File: src/rtl/stream_reduce_pkg.sv
// Shared constants for the stream reduction unit: reduction modes and FSM state encoding.
package stream_reduce_pkg;

    localparam int REDUCE_SUM = 0;
    localparam int REDUCE_MIN = 1;
    localparam int REDUCE_MAX = 2;

    typedef enum logic [1:0] {
        SR_IDLE  = 2'd0,
        SR_ACCUM = 2'd1,
        SR_DONE  = 2'd2
    } sr_state_e;

endpackage

File: src/rtl/stream_reduce_alu.sv
// Combinational reduction step: op(acc, x) for sum/min/max with optional signedness
// and saturation; flags arithmetic overflow in sum mode only.
module stream_reduce_alu
    import stream_reduce_pkg::*;
#(
    parameter int ACC_W  = 16,
    parameter int MODE   = REDUCE_SUM,
    parameter int SIGNED = 0,
    parameter int SAT    = 0
) (
    input  logic [ACC_W-1:0] acc_i,
    input  logic [ACC_W-1:0] x_i,
    output logic [ACC_W-1:0] res_o,
    output logic             ovf_o
);

    localparam logic [ACC_W-1:0] UMAX = '1;
    localparam logic [ACC_W-1:0] SMAX = {1'b0, {(ACC_W-1){1'b1}}};
    localparam logic [ACC_W-1:0] SMIN = {1'b1, {(ACC_W-1){1'b0}}};

    logic [ACC_W:0]          sum_w;
    logic                    sum_ovf;
    logic                    x_lt;
    logic signed [ACC_W-1:0] acc_s;
    logic signed [ACC_W-1:0] x_s;

    always_comb begin
        acc_s = acc_i;
        x_s   = x_i;
        sum_w = {1'b0, acc_i} + {1'b0, x_i};
        // Signed overflow: operands agree in sign but the truncated sum does not.
        if (SIGNED != 0) begin
            sum_ovf = (acc_i[ACC_W-1] == x_i[ACC_W-1]) && (sum_w[ACC_W-1] != acc_i[ACC_W-1]);
            x_lt    = (x_s < acc_s);
        end else begin
            sum_ovf = sum_w[ACC_W];
            x_lt    = (x_i < acc_i);
        end

        res_o = acc_i;
        ovf_o = 1'b0;
        case (MODE)
            REDUCE_SUM: begin
                res_o = sum_w[ACC_W-1:0];
                ovf_o = sum_ovf;
                if (sum_ovf && (SAT != 0)) begin
                    if (SIGNED != 0)
                        res_o = acc_i[ACC_W-1] ? SMIN : SMAX;
                    else
                        res_o = UMAX;
                end
            end
            REDUCE_MIN: res_o = x_lt ? x_i : acc_i;
            REDUCE_MAX: res_o = x_lt ? acc_i : x_i;
            default:    res_o = acc_i;
        endcase
    end

endmodule

File: src/rtl/stream_reduce.sv
// Stream reduction unit: accepts a job, folds each stream beat into an accumulator
// and presents the reduced value, element count and sticky overflow until consumed.
module stream_reduce
    import stream_reduce_pkg::*;
#(
    parameter int N      = 8,
    parameter int ACC_W  = 16,
    parameter int CNT_W  = 16,
    parameter int MODE   = REDUCE_SUM,
    parameter int SIGNED = 0,
    parameter int SAT    = 0
) (
    input  logic             clk,
    input  logic             nrst,
    input  logic             in_valid,
    output logic             in_ready,
    output logic             out_valid,
    input  logic             out_ready,
    input  logic [N-1:0]     s_in,
    input  logic             s_in_valid,
    output logic             s_in_ready,
    input  logic             s_in_last,
    output logic [ACC_W-1:0] result,
    output logic [CNT_W-1:0] count,
    output logic             overflow
);

    localparam logic [ACC_W-1:0] UMAX = '1;
    localparam logic [ACC_W-1:0] SMAX = {1'b0, {(ACC_W-1){1'b1}}};
    localparam logic [ACC_W-1:0] SMIN = {1'b1, {(ACC_W-1){1'b0}}};
    localparam logic [ACC_W-1:0] IDENT =
        (MODE == REDUCE_MIN) ? ((SIGNED != 0) ? SMAX : UMAX) :
        (MODE == REDUCE_MAX) ? ((SIGNED != 0) ? SMIN : '0)   : '0;

    sr_state_e        state_q;
    logic [ACC_W-1:0] acc_q, acc_d;
    logic [CNT_W-1:0] cnt_q, cnt_d;
    logic             ovf_q, ovf_d;

    logic signed [N-1:0] s_in_s;
    logic [ACC_W-1:0]    x_ext;
    logic [ACC_W-1:0]    alu_res;
    logic                alu_ovf;

    always_comb begin
        s_in_s = s_in;
        if (SIGNED != 0)
            x_ext = ACC_W'(s_in_s);
        else
            x_ext = ACC_W'(s_in);
    end

    stream_reduce_alu #(
        .ACC_W  (ACC_W),
        .MODE   (MODE),
        .SIGNED (SIGNED),
        .SAT    (SAT)
    ) u_alu (
        .acc_i (acc_q),
        .x_i   (x_ext),
        .res_o (alu_res),
        .ovf_o (alu_ovf)
    );

    always_comb begin
        acc_d = alu_res;
        ovf_d = ovf_q | alu_ovf;
        cnt_d = (cnt_q == '1) ? cnt_q : cnt_q + 1'b1;
    end

    always_ff @(posedge clk) begin
        if (!nrst) begin
            state_q <= SR_IDLE;
            acc_q   <= '0;
            cnt_q   <= '0;
            ovf_q   <= 1'b0;
        end else begin
            case (state_q)
                SR_IDLE: begin
                    if (in_valid) begin
                        state_q <= SR_ACCUM;
                        acc_q   <= IDENT;
                        cnt_q   <= '0;
                        ovf_q   <= 1'b0;
                    end
                end
                SR_ACCUM: begin
                    if (s_in_valid) begin
                        acc_q <= acc_d;
                        cnt_q <= cnt_d;
                        ovf_q <= ovf_d;
                        if (s_in_last)
                            state_q <= SR_DONE;
                    end
                end
                SR_DONE: begin
                    if (out_ready)
                        state_q <= SR_IDLE;
                end
                default: state_q <= SR_IDLE;
            endcase
        end
    end

    // Outputs are decodes of registered state, forced low while reset is held.
    always_comb begin
        in_ready   = nrst && (state_q == SR_IDLE);
        s_in_ready = nrst && (state_q == SR_ACCUM);
        out_valid  = nrst && (state_q == SR_DONE);
        result     = nrst ? acc_q : '0;
        count      = nrst ? cnt_q : '0;
        overflow   = nrst && ovf_q;
    end

endmodule
File: config.mk
export PLATFORM = sky130hd
export DESIGN_NAME = stream_reduce
export DESIGN_NICKNAME = d
export VERILOG_FILES = /design/src/rtl/stream_reduce_pkg.sv /design/src/rtl/stream_reduce_alu.sv /design/src/rtl/stream_reduce.sv
export SDC_FILE = /design/constraint.sdc
export NUM_CORES = 1
export LEC_CHECK = 0
export BUFFER_PORTS_ARGS = -buffer_cell sky130_fd_sc_hd__buf_2
export CAP_MARGIN = 15
export CORE_ASPECT_RATIO = 1.4
export CORE_MARGIN = 2
export CORE_UTILIZATION = 30
export CTS_CLUSTER_DIAMETER = 60
export DETAILED_ROUTE_END_ITERATION = 8
export PLACE_DENSITY_LB_ADDON = 0.2
export SETUP_SLACK_MARGIN = 0.4
export SLEW_MARGIN = 10
export SYNTH_ARGS = -nofsm -noshare
export SYNTH_HDL_FRONTEND = slang
export SYNTH_HIERARCHICAL = 1
export SYNTH_SLANG_ARGS = --single-unit
export TNS_END_PERCENT = 50
File: constraint.sdc
create_clock -name clk -period 6.6 [get_ports clk]
set_input_delay 0.33 -clock clk [delete_from_list [all_inputs] [get_ports clk]]
set_output_delay 0.33 -clock clk [all_outputs]
set_load 0.01 [all_outputs]
==> impl_metrics.ini <==
[yosys]
async_flop_share = 0
ys_seq_area_frac = 0.259
syn_area_per_cell_sq_um = 8.31
ys_warn_count = 6
yosys.area.top_type = dfxtp_1
netlist.area_leader.share = 0.259
netlist_instances = 326
synth_edf_count = 0
ys.flop_type = dfxtp_1
ys_ff_latch = 35
synthesis.area_sq_um = 2710
synthTopCellsByArea = dfxtp_1 (26%), ha_1 (7.9%), and2_1 (7.6%), a22o_1 (5.2%), a21oi_1 (3.3%)
synth_cell_types = 61

[floorplan]
fp-row-count = 41
pin_count = 50
die_area_sq_um = 9820
die_x_um = 84.3
start_util = 0.305
die_h_um = 116
coreArea_sq_um = 8870

[setup_path]
start_kind = flop
endpoint_kind = flop
path_cells = ha_1 -> fa_1 -> a21o_1 -> a221oi_2 -> o21ai_2 -> a21oi_2 -> o21ai_0 -> a31oi_1 -> nor3_1
path_class = reg2reg
path_buf_inv = 0
crit_required_ns = 6.75
crit_path_max_fanout = 3
crit_family = compound AO/OA/AOI/OAI gates
crit_path_top_delay_cell = a221oi_2
cp.arrival_ns = 2.59
max_stage_delay_ns = 0.43

[layout]
fin_nets = 402
drive_above_1_share = 0.237
n_antenna_cell = 0
final_area_sq_um = 3130
fin_util = 0.352
syn_to_final_growth_pct = 15.4

[cts]
cts_hold_buf = 0
cts_tree = built
clk_pin_slew_ns = 0.06
cts.path.max_buffers = 2
clockRootBuffer = clkbuf_16
post_cts_buffers = 0
cts_sinks = 35
htree_levels = 2
numCtsBuffers = 5
cts.repair.resized = 0
clock_latency_ns = 0.28

[place]
place_hpwl_mm = 5.39
portBuffers = 49
place_area_sq_um = 2980
gp_congestion = 0.778

[sta]
finalCritPeriodShare = 0.371
finalSetupViolCount = 0
finalMaxSlewViolations = 0
hold_ws_ns = 0.337
finalCriticalPeriod_ns = 2.45
hold_viol_final = 0
rsz0062_at_grt = false
relSlewSlack = 0.521
finalClockSkew_ns = 0.00511
tightest_slew_ns = 0.718
fin_tns_setup_ns = 0
fmax_ghz = 0.409

[pwr]
p_sw_uw = 157
cellLeakagePower_nw = 1.40
p_int_uw = 394
peakVddDrop_mv = 0.0864
seq_power_share = 0.400
finalPower_uw = 552
switching_share = 0.285
pwr-share-clk = 0.413
combPwrFrac = 0.186
power_density_nw_per_um2 = 176

[routing]
wl_per_cell_um = 15.0
drc_errors = 0
ant_nets = 0
drt-total-wl_mm = 7.17
vias = 2533
vias_per_cell = 5.30
firstDrtPassIters = 4
drt-initial-drc-count = 119

[grt]
antenna_found_initial = 0
grt_pass1_vias = 2484
grt_pass1_wl_mm = 11.7
grt_max_degree = 39
grt_usage = 0.147
grt-ovfl-total = 0

[status]
status = complete, no violations

[run]
max_cap_violations = 0

[worst_hold_path]
hold_path_class = in2reg
==> stage by stage <==
stage / cells / setup slack (ns)
finish: 478 / 4.15
global route: 478 / 4.00
CTS: 477 / 3.94
detailed placement: 469 / 3.67
global placement: 469 / 3.80
floorplan: 333 / 4.40
==> placed cells by master, fill, tap and decap left out, drive strengths merged, types with 4 or more instances in the layout <==
master / synthesis / routed
xnor2: 6 / 6
a21o: 10 / 10
inv: 7 / 7
clkbuf: 7 / 7
and3: 5 / 5
nor3: 12 / 12
nor2: 16 / 16
or3: 5 / 5
xor2: 4 / 4
nand2: 22 / 22
nand4: 7 / 7
nand3: 10 / 10
conb: 1 / 8
o21ai: 21 / 21
a211oi: 4 / 4
a22o: 16 / 16
dfxtp: 35 / 35
ha: 17 / 17
a31oi: 6 / 6
nor4: 4 / 4
buf: 13 / 50
and2: 34 / 34
a21oi: 27 / 27
==> sequential cells by signal (all words and copies together) (netlist names) <==
register / flops
acc_q: 16
ovf_q: 1
state_q: 2
cnt_q: 16
==> kinds of logic (layout without fill, tap and decap cells) <==
kind of cell | after synthesis | count (layout) | synth area share
and+or+nand+nor | 129 | 129 | 0.266
AOI/OAI and AO/OA | 105 | 105 | 0.296
DFF | 35 | 35 | 0.259
buffers and inverters | 28 | 66 | 0.0600
adders and majority gates | 18 | 18 | 0.0859
xor gates and xnor gates | 10 | 10 | 0.0323
other | 1 | 8 | 0.00138
==> cells in the mapped netlist (all sizes together) (2+ instances only) <==
| master | number |
|---|---|
| nand4 | 7 |
| nor4 | 4 |
| clkbuf | 7 |
| a21oi | 27 |
| or3 | 5 |
| inv | 7 |
| a221oi | 2 |
| a22o | 16 |
| a21o | 10 |
| nor3 | 12 |
| or4 | 3 |
| a31oi | 6 |
| buf | 13 |
| nand3 | 10 |
| and3 | 5 |
| a41oi | 3 |
| and2 | 34 |
| o311ai | 2 |
| dfxtp | 35 |
| xor2 | 4 |
| xnor2 | 6 |
| nor2b | 2 |
| a211o | 2 |
| a211oi | 4 |
| nand2 | 22 |
| o211ai | 3 |
| ha | 17 |
| o21bai | 2 |
| o21ai | 21 |
| nor2 | 16 |
==> path summary, 6_finish.rpt <==
kind | startpoint | end | slack, ns | cells past startpoint
max reg2reg | acc_q[0] | ovf_q | 4.15 | 9
min reg2reg | cnt_q[6] | cnt_q[6] | 0.51 | 2
max | acc_q[0] | ovf_q | 4.15 | 9
min | s_in_last | state_q[1] | 0.34 | 3
==> layout make-up <==
type	instances	area (sq um)
sequential	35	701
clock inverter	1	5.00
timing repair buffer	50	253
tap	107	134
inverter	8	30.0
multi-input combinational	270	1870
fill	971	5750
clock buffer	7	133
==> power groups by stage <==
stage	logic [mW]	registers (mW)	clock network (mW)
final	0.103	0.221	0.228
after global routing	0.115	0.222	0.243
after CTS	0.103	0.221	0.233
after detailed placement	0.102	0.225	0
after global placement	0.101	0.226	0
after floorplan	0.0848	0.223	0
==> per-layer routing <==
metal  part of all wire  global-route usage  vias to the layer above
met1               0.41               0.160                     1179
li1                   -                   -                     1289
met4              0.013              0.0548                        0
met3              0.042              0.0261                        7
met5                  0                   0                        -
met2               0.54               0.284                       58
==> worst min-delay path, delay by kind of cell <==
family                 cells  cell delay (ns)
AOI/OAI and AO/OA          1             0.07
and+or+nand+nor            1             0.08
buffers and inverters      1             0.10
Power figures use the tool's default switching activity.
